<file path="src/rtl/pipe_hazard_ctrl_if.sv">
// pipe_hazard_ctrl_if
//   Bundles the pipeline-side signals of the hazard controller.
//   slave  : seen by the controller. D/X/M/F stage status comes in, and
//            stall/flush/bubble controls plus status go out.
//   master : seen by the pipeline datapath, or by a bench standing in for it.
//   clk and rst are not part of the bundle; they stay plain module ports.
interface pipe_hazard_ctrl_if #(
    parameter int CNT_W = 16
);
    logic [2:0]       rsD;
    logic             rsUsedD;
    logic [2:0]       rtD;
    logic             rtUsedD;
    logic             regWriteX;
    logic [2:0]       writeRegX;
    logic             regWriteM;
    logic [2:0]       writeRegM;
    logic             branchTakenX;
    logic             haltD;
    logic             instrValidF;

    logic             stallPC;
    logic             f2dEn;
    logic             f2dFlush;
    logic             d2xBubble;
    logic             haltDone;
    logic [CNT_W-1:0] stallCnt;

    modport slave (
        input  rsD, rsUsedD, rtD, rtUsedD, regWriteX, writeRegX,
               regWriteM, writeRegM, branchTakenX, haltD, instrValidF,
        output stallPC, f2dEn, f2dFlush, d2xBubble, haltDone, stallCnt
    );

    modport master (
        output rsD, rsUsedD, rtD, rtUsedD, regWriteX, writeRegX,
               regWriteM, writeRegM, branchTakenX, haltD, instrValidF,
        input  stallPC, f2dEn, f2dFlush, d2xBubble, haltDone, stallCnt
    );
endinterface

</file>
<file path="src/rtl/pipe_hazard_ctrl.sv">
// pipe_hazard_ctrl
//   Sequencing controller for the five-stage pipeline.
//   - Stalls D on RAW hazards against X and M. There is no forwarding.
//     WB needs no check because the register file writes before it reads.
//   - Flushes wrong-path work when a branch resolves taken in X.
//   - Feeds NOPs into D while instruction memory is not ready.
//   - Drains the pipe after a HALT, then stays halted until reset.
//   - Counts RAW and imem stall cycles, saturating at all-ones.
// Ports
//   clk  : system clock, rising edge
//   rst  : asynchronous, active-high reset
//   bus  : pipe_hazard_ctrl_if.slave (stage status in; stallPC, f2dEn,
//          f2dFlush, d2xBubble, haltDone and stallCnt out)
//
// state  | meaning
// RUN    | normal issue; hazard/branch/halt/imem rules applied combinationally
// DRAIN  | HALT left D; waiting DRAIN_CYCLES for it to retire; front end frozen
// HALTED | fully halted; haltDone set until reset
module pipe_hazard_ctrl #(
    parameter int DRAIN_CYCLES = 3,
    parameter int CNT_W        = 16
) (
    input  logic                 clk,
    input  logic                 rst,
    pipe_hazard_ctrl_if.slave    bus
);
    localparam int DW = (DRAIN_CYCLES > 1) ? $clog2(DRAIN_CYCLES) : 1;

    typedef enum logic [1:0] {RUN, DRAIN, HALTED} state_t;

    state_t           state, state_next;
    logic [DW-1:0]    drain_cnt, drain_next;
    logic [CNT_W-1:0] stall_cnt;
    logic             count_stall;
    logic             haz_x, haz_m, raw;
    logic             stall_pc, f2d_en, f2d_flush, d2x_bubble;

    assign haz_x = bus.regWriteX & ((bus.rsUsedD & (bus.rsD == bus.writeRegX)) |
                                    (bus.rtUsedD & (bus.rtD == bus.writeRegX)));
    assign haz_m = bus.regWriteM & ((bus.rsUsedD & (bus.rsD == bus.writeRegM)) |
                                    (bus.rtUsedD & (bus.rtD == bus.writeRegM)));
    assign raw   = haz_x | haz_m;

    always_ff @(posedge clk or posedge rst) begin
        if (rst) begin
            state     <= RUN;
            drain_cnt <= '0;
            stall_cnt <= '0;
        end else begin
            state     <= state_next;
            drain_cnt <= drain_next;
            if (count_stall && (stall_cnt != {CNT_W{1'b1}}))
                stall_cnt <= stall_cnt + CNT_W'(1);
        end
    end

    always_comb begin
        state_next  = state;
        drain_next  = drain_cnt;
        // The frozen pattern is shared by DRAIN, HALTED and reset.
        stall_pc    = 1'b1;
        f2d_en      = 1'b1;
        f2d_flush   = 1'b1;
        d2x_bubble  = 1'b1;
        count_stall = 1'b0;
        case (state)
            RUN: begin
                if (bus.branchTakenX) begin
                    // Wrong-path D is discarded, so a hazard or HALT seen there is ignored.
                    stall_pc = 1'b0;
                end else if (raw) begin
                    f2d_en      = 1'b0;
                    f2d_flush   = 1'b0;
                    count_stall = 1'b1;
                end else if (bus.haltD) begin
                    d2x_bubble = 1'b0;
                    state_next = DRAIN;
                    drain_next = DW'(DRAIN_CYCLES - 1);
                end else if (!bus.instrValidF) begin
                    d2x_bubble  = 1'b0;
                    count_stall = 1'b1;
                end else begin
                    stall_pc   = 1'b0;
                    f2d_flush  = 1'b0;
                    d2x_bubble = 1'b0;
                end
            end
            DRAIN: begin
                if (drain_cnt == '0)
                    state_next = HALTED;
                else
                    drain_next = drain_cnt - DW'(1);
            end
            HALTED: ;
            default: state_next = RUN;
        endcase
        // While reset is held the state register is already RUN. The outputs
        // are still forced to the frozen pattern so the pipe cannot advance.
        if (rst) begin
            stall_pc    = 1'b1;
            f2d_en      = 1'b1;
            f2d_flush   = 1'b1;
            d2x_bubble  = 1'b1;
            count_stall = 1'b0;
        end
    end

    assign bus.stallPC   = stall_pc;
    assign bus.f2dEn     = f2d_en;
    assign bus.f2dFlush  = f2d_flush;
    assign bus.d2xBubble = d2x_bubble;
    assign bus.haltDone  = (state == HALTED);
    assign bus.stallCnt  = stall_cnt;
endmodule

</file>
<file path="src/flat_wrapper.sv">
// flat-port wrapper written by rule: the top's interface ports become plain ports
module pipe_hazard_ctrl_flat 
#(
    parameter int DRAIN_CYCLES = 3,
    parameter int CNT_W        = 16
)
  (clk, rst, bus_rsD, bus_rsUsedD, bus_rtD, bus_rtUsedD, bus_regWriteX, bus_writeRegX, bus_regWriteM, bus_writeRegM, bus_branchTakenX, bus_haltD, bus_instrValidF, bus_stallPC, bus_f2dEn, bus_f2dFlush, bus_d2xBubble, bus_haltDone, bus_stallCnt);
  pipe_hazard_ctrl_if #(.CNT_W(CNT_W)) bus_i ();
  input  logic clk;
  input  logic rst;
  input wire logic [$bits(bus_i.rsD)-1:0] bus_rsD;
  input wire logic [$bits(bus_i.rsUsedD)-1:0] bus_rsUsedD;
  input wire logic [$bits(bus_i.rtD)-1:0] bus_rtD;
  input wire logic [$bits(bus_i.rtUsedD)-1:0] bus_rtUsedD;
  input wire logic [$bits(bus_i.regWriteX)-1:0] bus_regWriteX;
  input wire logic [$bits(bus_i.writeRegX)-1:0] bus_writeRegX;
  input wire logic [$bits(bus_i.regWriteM)-1:0] bus_regWriteM;
  input wire logic [$bits(bus_i.writeRegM)-1:0] bus_writeRegM;
  input wire logic [$bits(bus_i.branchTakenX)-1:0] bus_branchTakenX;
  input wire logic [$bits(bus_i.haltD)-1:0] bus_haltD;
  input wire logic [$bits(bus_i.instrValidF)-1:0] bus_instrValidF;
  output wire logic [$bits(bus_i.stallPC)-1:0] bus_stallPC;
  output wire logic [$bits(bus_i.f2dEn)-1:0] bus_f2dEn;
  output wire logic [$bits(bus_i.f2dFlush)-1:0] bus_f2dFlush;
  output wire logic [$bits(bus_i.d2xBubble)-1:0] bus_d2xBubble;
  output wire logic [$bits(bus_i.haltDone)-1:0] bus_haltDone;
  output wire logic [$bits(bus_i.stallCnt)-1:0] bus_stallCnt;
  assign bus_i.rsD = bus_rsD;
  assign bus_i.rsUsedD = bus_rsUsedD;
  assign bus_i.rtD = bus_rtD;
  assign bus_i.rtUsedD = bus_rtUsedD;
  assign bus_i.regWriteX = bus_regWriteX;
  assign bus_i.writeRegX = bus_writeRegX;
  assign bus_i.regWriteM = bus_regWriteM;
  assign bus_i.writeRegM = bus_writeRegM;
  assign bus_i.branchTakenX = bus_branchTakenX;
  assign bus_i.haltD = bus_haltD;
  assign bus_i.instrValidF = bus_instrValidF;
  assign bus_stallPC = bus_i.stallPC;
  assign bus_f2dEn = bus_i.f2dEn;
  assign bus_f2dFlush = bus_i.f2dFlush;
  assign bus_d2xBubble = bus_i.d2xBubble;
  assign bus_haltDone = bus_i.haltDone;
  assign bus_stallCnt = bus_i.stallCnt;
  pipe_hazard_ctrl #(.DRAIN_CYCLES(DRAIN_CYCLES), .CNT_W(CNT_W)) u_core (.clk(clk), .rst(rst), .bus(bus_i));
endmodule
</file>
<file path="config.mk">
export PLATFORM = sky130hd
export DESIGN_NAME = pipe_hazard_ctrl_flat
export DESIGN_NICKNAME = d
export VERILOG_FILES = /design/src/rtl/pipe_hazard_ctrl_if.sv /design/src/rtl/pipe_hazard_ctrl.sv /design/src/flat_wrapper.sv
export SDC_FILE = /design/constraint.sdc
export NUM_CORES = 1
export LEC_CHECK = 0
export BUFFER_PORTS_ARGS = -buffer_cell sky130_fd_sc_hd__buf_4
export CAP_MARGIN = 30
export CORE_MARGIN = 5
export CORE_UTILIZATION = 40
export CTS_CLUSTER_SIZE = 24
export DETAILED_ROUTE_END_ITERATION = 12
export HOLD_SLACK_MARGIN = 0.06
export PLACE_DENSITY = 0.66
export REMOVE_ABC_BUFFERS = 1
export SYNTH_ARGS = -nofsm -noshare
export SYNTH_HDL_FRONTEND = slang
export SYNTH_SLANG_ARGS = --single-unit
</file>
<file path="constraint.sdc">
create_clock -name clk -period 1.8 [get_ports clk]
set_input_delay 0.36 -clock clk [delete_from_list [all_inputs] [get_ports clk]]
set_output_delay 0.36 -clock clk [all_outputs]
set_load 0.03 [all_outputs]
</file>
## After elaboration in Yosys (flattened, before gate mapping)

Cells that the tools add are included.

| word-level totals | value |
|---|---|
| flip-flop bits (word level) | 20 |
| word-level logic and storage cells | 66 |

| cells by class | value |
|---|---|
| eq/ne operators | 12 |
| $add $sub $neg | 2 |
| multiplexer cells | 33 |
| bitwise gates (word level) | 10 |
| reductions and logical operators | 6 |

Operators with widths:

| operator | count |
|---|---|
| $mux W1 | 23 |
| $add A16 B1 Y16 const B | 1 |
| $mux W2 | 8 |
| $ne A16 B16 Y1 const B | 1 |
| $eq A3 B3 Y1 | 4 |
| $reduce_and A5 Y1 | 2 |
| $ne A2 B2 Y1 const B | 4 |
| $and A1 B1 Y1 | 6 |
| $pmux W2 S3 | 1 |
| $logic_not A2 Y1 | 2 |
| $pmux W2 S2 | 1 |
| $or A1 B1 Y1 | 3 |
| $eq A2 B1 Y1 const B | 1 |
| $eq A2 B2 Y1 const B | 1 |
| $ne A2 B1 Y1 const B | 1 |
| $reduce_bool A2 Y1 | 1 |
| $sub A2 B1 Y2 const B | 1 |
| $logic_and A1 B1 Y1 | 1 |
| $not A1 Y1 | 1 |

## Longest topological paths before layout

Gate-level depths: netlist of the first run.

| logic depth | value |
|---|---|
| depth in word-level cells | 10 |
| mapped depth | 7 |
| depth with buffers taken out | 6 |

## Worst setup path after synthesis of the first run

No wires, ideal clock.

| timing path | value |
|---|---|
| path type | input to output |
| start | in bus_rsD[0] |
| end | out bus_f2dFlush |
| required time | 1.440 ns |
| arrival time | 1.650 ns |
| stages | 6 |
| path slack | -0.210 ns |
| path buffers | 0 |
| cell sequence | xnor2_1 -> nand4_1 -> a21boi_0 -> nor2_1 -> inv_1 -> o21ai_0 |

| between the ends | value |
|---|---|
| longest elaborated chain between the ends | 9 |
| elaborated cells on any way between the ends | 13 |
| those cells by class | 2 x eq/ne; 4 x mux; 7 x bitwise |

Ends and longest elaborated chain:

| element | line | text |
|---|---|---|
| start, declared | flat_wrapper.sv:11 | `input wire logic [$bits(bus_i.rsD)-1:0] bus_rsD;` |
| $eq A3 B3 Y1, on equally long branches | pipe_hazard_ctrl.sv:38, pipe_hazard_ctrl.sv:40 |  |
| $and A1 B1 Y1, on equally long branches | pipe_hazard_ctrl.sv:38, pipe_hazard_ctrl.sv:40 |  |
| $or A1 B1 Y1, on equally long branches | pipe_hazard_ctrl.sv:38, pipe_hazard_ctrl.sv:40 |  |
| $and A1 B1 Y1, on equally long branches | pipe_hazard_ctrl.sv:38, pipe_hazard_ctrl.sv:40 |  |
| $or A1 B1 Y1 * | pipe_hazard_ctrl.sv:42 | `assign raw = haz_x \| haz_m;` |
| $mux W1 * | pipe_hazard_ctrl.sv:71 | `end else if (raw) begin` |
| $mux W1 * | pipe_hazard_ctrl.sv:68 | `if (bus.branchTakenX) begin` |
| $mux W1 * | pipe_hazard_ctrl.sv:66 | `case (state)` |
| $mux W1 * | pipe_hazard_ctrl.sv:99 | `if (rst) begin` |
| end, declared | flat_wrapper.sv:24 | `output wire logic [$bits(bus_i.f2dFlush)-1:0] bus_f2dFlush;` |

Every way passes the cells marked *; elsewhere a longest branch is shown, timed or not.

## Worst setup path in the final report of the first run

| timing path | value |
|---|---|
| start | in bus_writeRegM[2] |
| end | out bus_stallPC |

| between the ends | value |
|---|---|
| longest elaborated chain between the ends | 9 |
| elaborated cells on any way between the ends | 11 |
| those cells by class | 2 x eq/ne; 4 x mux; 5 x bitwise |

Ends and longest elaborated chain:

| element | line | text |
|---|---|---|
| start, declared | flat_wrapper.sv:18 | `input wire logic [$bits(bus_i.writeRegM)-1:0] bus_writeRegM;` |
| $eq A3 B3 Y1, on equally long branches | pipe_hazard_ctrl.sv:40, pipe_hazard_ctrl.sv:41 |  |
| $and A1 B1 Y1, on equally long branches | pipe_hazard_ctrl.sv:40, pipe_hazard_ctrl.sv:41 |  |
| $or A1 B1 Y1 * | pipe_hazard_ctrl.sv:40 | `assign haz_m = bus.regWriteM & ((bus.rsUsedD & (bus.rsD == bus.writeRegM)) \|` |
| $and A1 B1 Y1 * | pipe_hazard_ctrl.sv:40 |  |
| $or A1 B1 Y1 * | pipe_hazard_ctrl.sv:42 |  |
| $mux W1 * | pipe_hazard_ctrl.sv:71 |  |
| $mux W1 * | pipe_hazard_ctrl.sv:68 |  |
| $mux W1 * | pipe_hazard_ctrl.sv:66 |  |
| $mux W1 * | pipe_hazard_ctrl.sv:99 |  |
| end, declared | flat_wrapper.sv:22 | `output wire logic [$bits(bus_i.stallPC)-1:0] bus_stallPC;` |

Marks and branches as above.

==> flow_summary.yaml, run 1 <==
timing:
  slew_viol_final: 0
  max_freq_ghz: 0.512
  finalSetupViolCount: 3
  relSlewSlack_pct: 70.1
  worst_pin_slew_ps: 446
  min_period_ps: 1950
  hold_slack_ps: 349
  fin_skew_ps: 2.49
  rsz0062_at_grt: "yes"
  final_hold_viol_count: 0
  period_share_pct: 108
  setup_slack_ps: -153
die:
  io_pins: 42
  fp.dieW_microns: 64.8
  initial_utilization_pct: 42.8
  die_y_microns: 64.8
  dieArea_sq_mm: 0.00420
  rows: 19
  core_sq_mm: 0.00281
setup_path:
  cp.arrival_ps: 1590
  slowest_stage: "or4_4"
  r2r_start: "u_core.bus.stallCnt[5]"
  cp-end-kind: "output pin"
  crit_path_max_incr_delay_ps: 410
  path_cells: "buf_8 -> xnor2_4 -> nand4_1 -> a21boi_2 -> nor2_2 -> a21oi_2 -> or4_4 -> buf_6"
  crit_fanout: 2
  startpoint: "bus_writeRegM[2]"
  crit_path_start_kind: "input pin"
  crit_family: "simple AND/OR/NAND/NOR gates"
  critPathKind: "in2out"
  crit_buf_inv: 2
  r2r_cells: 6
  cp_data_required_time_ps: 1440
  cp.depth: 8
layout:
  diodes: 0
  nFillCells: 215
  drive_gt1_share_pct: 49.4
  regArea_sq_um: 500
  area_growth_pct: 57.6
  fin_cells: 211
  utilization_pct: 67.4
  fin_nets: 205
  fin_area_sq_mm: 0.00189
  multi_input_comb_area_sq_um: 790
synthesis:
  synth_area_leaders: "dfrtp_1, xor2_1, xnor2_1"
  ys_types: 36
  postSynthAreaPerCell_sq_um: 10.1
  synth_ff_type: "dfrtp_1"
  ys_seq_area_share_pct: 41.7
  yosysWarnings: 0
  yosys.area.top_type: "dfrtp_1"
  yosys.area.top_type_share_pct: 41.7
  netlist_area_sq_mm: 0.00120
  async_reset_ff_share_pct: 100
  synthCells: 119
  synth_edf_count: 0
  synth_seq_cells: 20
global_routing:
  grt_first_pass_wirelength_microns: 5350
  first_global_vias: 1209
  antenna_found_initial: 0
  grt_usage_pct: 16.5
  grt_max_degree: 13
  overflow: 0
clocking:
  clk_pin_slew_ps: 100
  clkLatencyLatePin_ps: 300
  cts_tree: "done"
  cts.sinks: 20
  cts_inserted_buffers: 3
  cts_max_path_buffers: 2
  cts_max_level: 1
  cts_root_buf: "clkbuf_4"
routing:
  vias_per_cell: 5.24
  avgRoutedWirePerCell_microns: 15.5
  dr_total_vias: 1105
  ant_nets: 0
  routed_wl_microns: 3270
  first_iter_violations: 22
  firstDrtPassIters: 4
  drc: 0
placed_design:
  pre_cts_ws_ps: -213
  io_buffers: 41
  gp_congestion: 0.818
  post_dp_cell_area_sq_mm: 0.00165
  post-place-cells: 205
  place_hpwl_microns: 2450
worst_hold_path:
  whs_path_depth: 2
  worstHoldStart: "bus_haltD"
  min_path_type: "in2reg"
status:
  violations: "negative setup slack"
  status: "finished with violations"
run:
  cap_violations: 0
power:
  leakage_uw: 0.000957
  power_density_mw_per_mm2: 844
  peakVddDrop_mv: 0.669
-- flip-flops by register name (all words and copies together), names as in the netlist --
signal and flops:
u_core.state 2, u_core.bus.stallCnt 16, u_core.drain_cnt 2
-- report_power, final --
group / switching, uW / internal [uW] / leakage (uW)
sequential: 63.3 / 529 / 0.000268
clock: 127 / 78.0 / 0.0000138
combinational: 417 / 381 / 0.000675
total: 607 / 988 / 0.000957
-- synthesized netlist by cell type (2+ instances only) --
master   instances
nand2_1         11
inv_1            4
nor4_1           3
a21oi_1          2
nor3_1           7
o21ai_0          2
and4_1           2
nand3_1          4
ha_1             2
nor2_1           4
dfrtp_1         20
xor2_1          15
xnor2_1         12
nor3b_1          2
nand4_1          6
nor3_2           2
nor2b_1          2
-- timing repair --
item	CTS	global route
gates resized for setup	25	16
hold buffers	1	0
gates cloned	0	0
hold endpoints to repair	8	0
endpoints found under the setup margin	4	19
buffers inserted	3	0
pin swaps	14	8
-- cell usage in the layout (no fill, tap or decap), drive strengths merged --
| master | Yosys | layout |
|---|---|---|
| nand4 | 6 | 6 |
| buf | 1 | 59 |
| or3 | 1 | 1 |
| nor4 | 4 | 4 |
| clkbuf | 1 | 3 |
| xor2 | 15 | 15 |
| xnor2 | 12 | 12 |
| and4 | 2 | 2 |
| nor3b | 2 | 2 |
| nand2b | 1 | 1 |
| a21boi | 2 | 2 |
| nor4b | 1 | 1 |
| ha | 2 | 2 |
| nand2 | 12 | 12 |
| mux2 | 1 | 1 |
| and3 | 2 | 2 |
| nand3b | 1 | 1 |
| or4 | 1 | 1 |
| a31o | 1 | 1 |
| nor2b | 2 | 2 |
| a311oi | 1 | 1 |
| dfrtp | 20 | 20 |
| o21ai | 3 | 3 |
| dlygate4sd3 | 0 | 1 |
| nor3 | 9 | 9 |
| inv | 4 | 4 |
| a21oi | 2 | 2 |
| nor2 | 5 | 5 |
| nand3 | 4 | 4 |
| a31oi | 1 | 1 |
-- worst register-to-register path, stage by stage (launching register included) --
cell     delay [ps]
dfrtp_1         370
and4_1          230
and3_4          210
nand2_2          90
or3_4           410
nor3_2          140
xor2_1          160
-- metrics by stage --
step | setup TNS (ps) | power (uW)
2_1_floorplan | -480 | 1010
3_3_place_gp | -1840 | 1290
3_5_place_dp | -2910 | 1320
4_1_cts | -438 | 1570
5_1_grt | -395 | 1720
6_report | -188 | 1600
-- cell type report --
type | count | share of cell area, %
repair buffers | 60 | 27.7
well taps | 31 | 2.05
inverters | 4 | 0.794
flip-flops and latches | 20 | 26.5
multi-input cells | 93 | 41.8
clock buffers | 3 | 1.19
-- cells by family (layout without fill, tap and decap cells) --
group,Yosys count,after routing,synth area share (%)
simple gates,53,53,27.1
buf+inv,6,67,2.50
flops,20,20,41.7
compound gates,10,10,5.63
fa+ha+maj,2,2,2.09
mux,1,1,1.25
xor+xnor,27,27,19.7
-- layer usage --
| layer | wire length (microns) | track usage [%] | up-vias | part of all wire (%) |
|---|---|---|---|---|
| met5 | 0 | 0 | - | 0 |
| met4 | 58 | 6.86 | 0 | 1.8 |
| met3 | 141 | 4.15 | 6 | 4.3 |
| met2 | 1790 | 30.4 | 29 | 55 |
| met1 | 1290 | 17.7 | 526 | 39 |
| li1 | - | - | 544 | - |
-- final timing paths --
kind / end / slack (ps)
worst min register to register: u_core.bus.stallCnt[15] / 500
worst max-delay path: bus_stallPC / -150
worst max register to register: u_core.bus.stallCnt[14] / 130
max in group asynchronous: u_core.state[0] / 730
min in group asynchronous: u_core.bus.stallCnt[11] / 590
worst min-delay path: u_core.state[0] / 350
Power figures use the tool's default switching activity.
==> run 2: changes to the inputs <==
--- a/config.mk
+++ b/config.mk
@@ -5,14 +5,16 @@
 export SDC_FILE = /design/constraint.sdc
 export NUM_CORES = 1
 export LEC_CHECK = 0
+export ABC_AREA = 1
 export BUFFER_PORTS_ARGS = -buffer_cell sky130_fd_sc_hd__buf_4
 export CAP_MARGIN = 30
+export CORE_ASPECT_RATIO = 1.5
 export CORE_MARGIN = 5
 export CORE_UTILIZATION = 40
 export CTS_CLUSTER_SIZE = 24
 export DETAILED_ROUTE_END_ITERATION = 12
 export HOLD_SLACK_MARGIN = 0.06
-export PLACE_DENSITY = 0.66
+export PLACE_DENSITY = 0.63
 export REMOVE_ABC_BUFFERS = 1
 export SYNTH_ARGS = -nofsm -noshare
 export SYNTH_HDL_FRONTEND = slang
==> run 2 against run 1 <==
  * The flow now finishes without violations
  * Register-to-register slack better by 90 ps
  * Final area increased by 6.4%
  * Final cell count up 57%
  * Fmax increased by 17%
  * Sequential share of layout area shrank 1.6 points
  * Total power shrank 44%
  * Critical endpoint is now bus_d2xBubble
  * Largest power group is now registers
==> flow_summary.yaml, run 2 <==
status:
  status: "finished clean"
layout:
  diodes: 0
  drive_gt1_share_pct: 24.2
  area_growth_pct: 34.4
  fin_cells: 332
  layout_commonest_cell: "nand2_1"
  fin_nets: 313
  largest_register_ffs: 16
  final_cell_mix: "nand2_1, buf_4, nand3_1"
  utilization_pct: 55.1
placed_design:
  gp_congestion: 0.809
  place_hpwl_microns: 2960
  pre_cts_ws_ps: 104
  io_buffers: 41
  post-place-cells: 328
die:
  rows: 27
  initial_utilization_pct: 41.0
  die_y_microns: 84.9
  core_sq_mm: 0.00365
  dieArea_sq_mm: 0.00509
  io_pins: 42
  fp.dieW_microns: 59.9
synthesis:
  netlist_area_sq_mm: 0.00150
  synth_ff_type: "dfrtp_1"
  synth.most_common_cell: "nand2_1"
  ys_seq_area_share_pct: 33.4
  postSynthAreaPerCell_sq_um: 6.40
  synthCells: 234
  synth_area_leaders: "dfrtp_1, nand2_1, nand3_1"
  synth_edf_count: 0
  ys_types: 19
  yosys.area.top_type: "dfrtp_1"
  yosys.area.top_type_share_pct: 33.4
  async_reset_ff_share_pct: 100
  synth_seq_cells: 20
  yosysWarnings: 0
  synth_common_cells: "nand2_1, nand3_1, nor2_1"
power:
  seqPwrFrac_pct: 50.4
  power.internal_uw: 692
  swShare_pct: 22.3
  power.switching_uw: 199
  pwr-share-comb_pct: 11.6
  leakage_uw: 0.00113
  power_density_mw_per_mm2: 443
  peakVddDrop_mv: 0.440
  p_clk_share_pct: 38.0
timing:
  fin_skew_ps: 3.65
  finalSetupViolCount: 0
  relSlewSlack_pct: 81.4
  period_share_pct: 92.8
  final_hold_viol_count: 0
  hold_slack_ps: 209
  slew_viol_final: 0
  worst_pin_slew_ps: 279
  min_period_ps: 1670
  max_freq_ghz: 0.599
  setup_tns_ps: 0
  setup_slack_ps: 129
  rsz0062_at_grt: "no"
clocking:
  cts_max_level: 1
  cts_hold_buf: 0
  cts_inserted_buffers: 3
  cts_tree: "done"
  cts_max_path_buffers: 2
  clkLatencyLatePin_ps: 250
  cts.sinks: 20
  clk_pin_slew_ps: 70
  cts_root_buf: "clkbuf_8"
routing:
  ant_nets: 0
  dr_total_vias: 1564
  firstDrtPassIters: 4
  routed_wl_microns: 3700
  avgRoutedWirePerCell_microns: 11.1
  first_iter_violations: 61
  drc: 0
  vias_per_cell: 4.71
global_routing:
  overflow: 0
  grt_first_pass_wirelength_microns: 6280
  grt_max_degree: 21
  first_global_vias: 1474
  grt_usage_pct: 15.4
  antenna_found_initial: 0
worst_hold_path:
  min_path_type: "in2async"
setup_path:
  r2r_start: "u_core.bus.stallCnt[0]"
  crit_path_start_kind: "flop"
  crit_fanout: 4
  critPathKind: "reg2out"
  cp_data_required_time_ps: 1440
  startpoint: "u_core.state[0]"
  cp-end-kind: "output pin"
  cp.arrival_ps: 1310
run:
  cap_violations: 0
==> run 2: cell count changes after synthesis, sizes merged, moves of 4 or more <==
cell,delta
nor2,+25
nand3,+28
nor3,-9
xor2,-12
nand4,-4
nand2,+92
nor4,-4
inv,+21
==> run 2: cells by family after synthesis <==
logic type / Yosys count / share of synthesized area (%)
DFF: 20 / 33.4
buffers and inverters: 28 / 7.69
xor gates and xnor gates: 13 / 7.61
adders and majority gates: 2 / 1.67
AOI/OAI and AO/OA: 2 / 0.669
and+or+nand+nor: 169 / 48.9
==> run 2: critical path, stage by stage (launching register included) <==
cell     delay [ps]
dfrtp_1         420
nor2_2          140
nand2_1         100
nor2_4          130
nand3_1         100
buf_4           170
==> run 2: worst paths after layout <==
path	end	slack, ps	cells after the start
hold / removal	u_core.bus.stallCnt[8]	210	3
hold reg to reg	u_core.drain_cnt[0]	480	2
max in group asynchronous	u_core.bus.stallCnt[15]	1370	3
setup reg to reg	u_core.bus.stallCnt[9]	220	8
setup / recovery	bus_d2xBubble	130	5
min in group clk	u_core.drain_cnt[0]	480	2
==> run 2: power groups by stage <==
stage / Sequential [uW] / Combinational (uW) / Clock (uW)
6_report: 449 / 103 / 338
5_1_grt: 449 / 121 / 374
3_3_place_gp: 458 / 102 / 0
3_5_place_dp: 458 / 102 / 0
2_1_floorplan: 458 / 49.0 / 0
4_1_cts: 449 / 102 / 353
==> run 2: timing repair <==
action | 4_1_cts | 5_1_grt
setup endpoints to repair | 0 | 4
gates resized for setup | 0 | 7
setup buffers | 0 | 0
==> run 2: final cells by class <==
| class | instances | area [sq um] |
|---|---|---|
| Inverter | 25 | 93.8 |
| Tap cell | 43 | 53.8 |
| Multi-Input combinational cell | 186 | 898 |
| Sequential cell | 20 | 500 |
| Timing Repair Buffer | 54 | 409 |
| Fill cell | 391 | 1640 |
| Clock buffer | 4 | 55.1 |
==> run 2: per-layer routing <==
metal  routed length (microns)  vias to the layer above  track usage [%]
met3                       190                        6             1.98
met1                      1530                      689             18.3
met2                      1930                       36             28.1
met4                        46                        0             3.43
li1                          -                      833                -
met5                         0                        -                0
==> run 2: per-stage QoR <==
stage / total power (uW) / cell area, sq um
detailed placement: 560 / 1930
global placement: 560 / 1930
CTS: 904 / 1990
global route: 944 / 2010
finish: 890 / 2010
floorplan: 507 / 1480
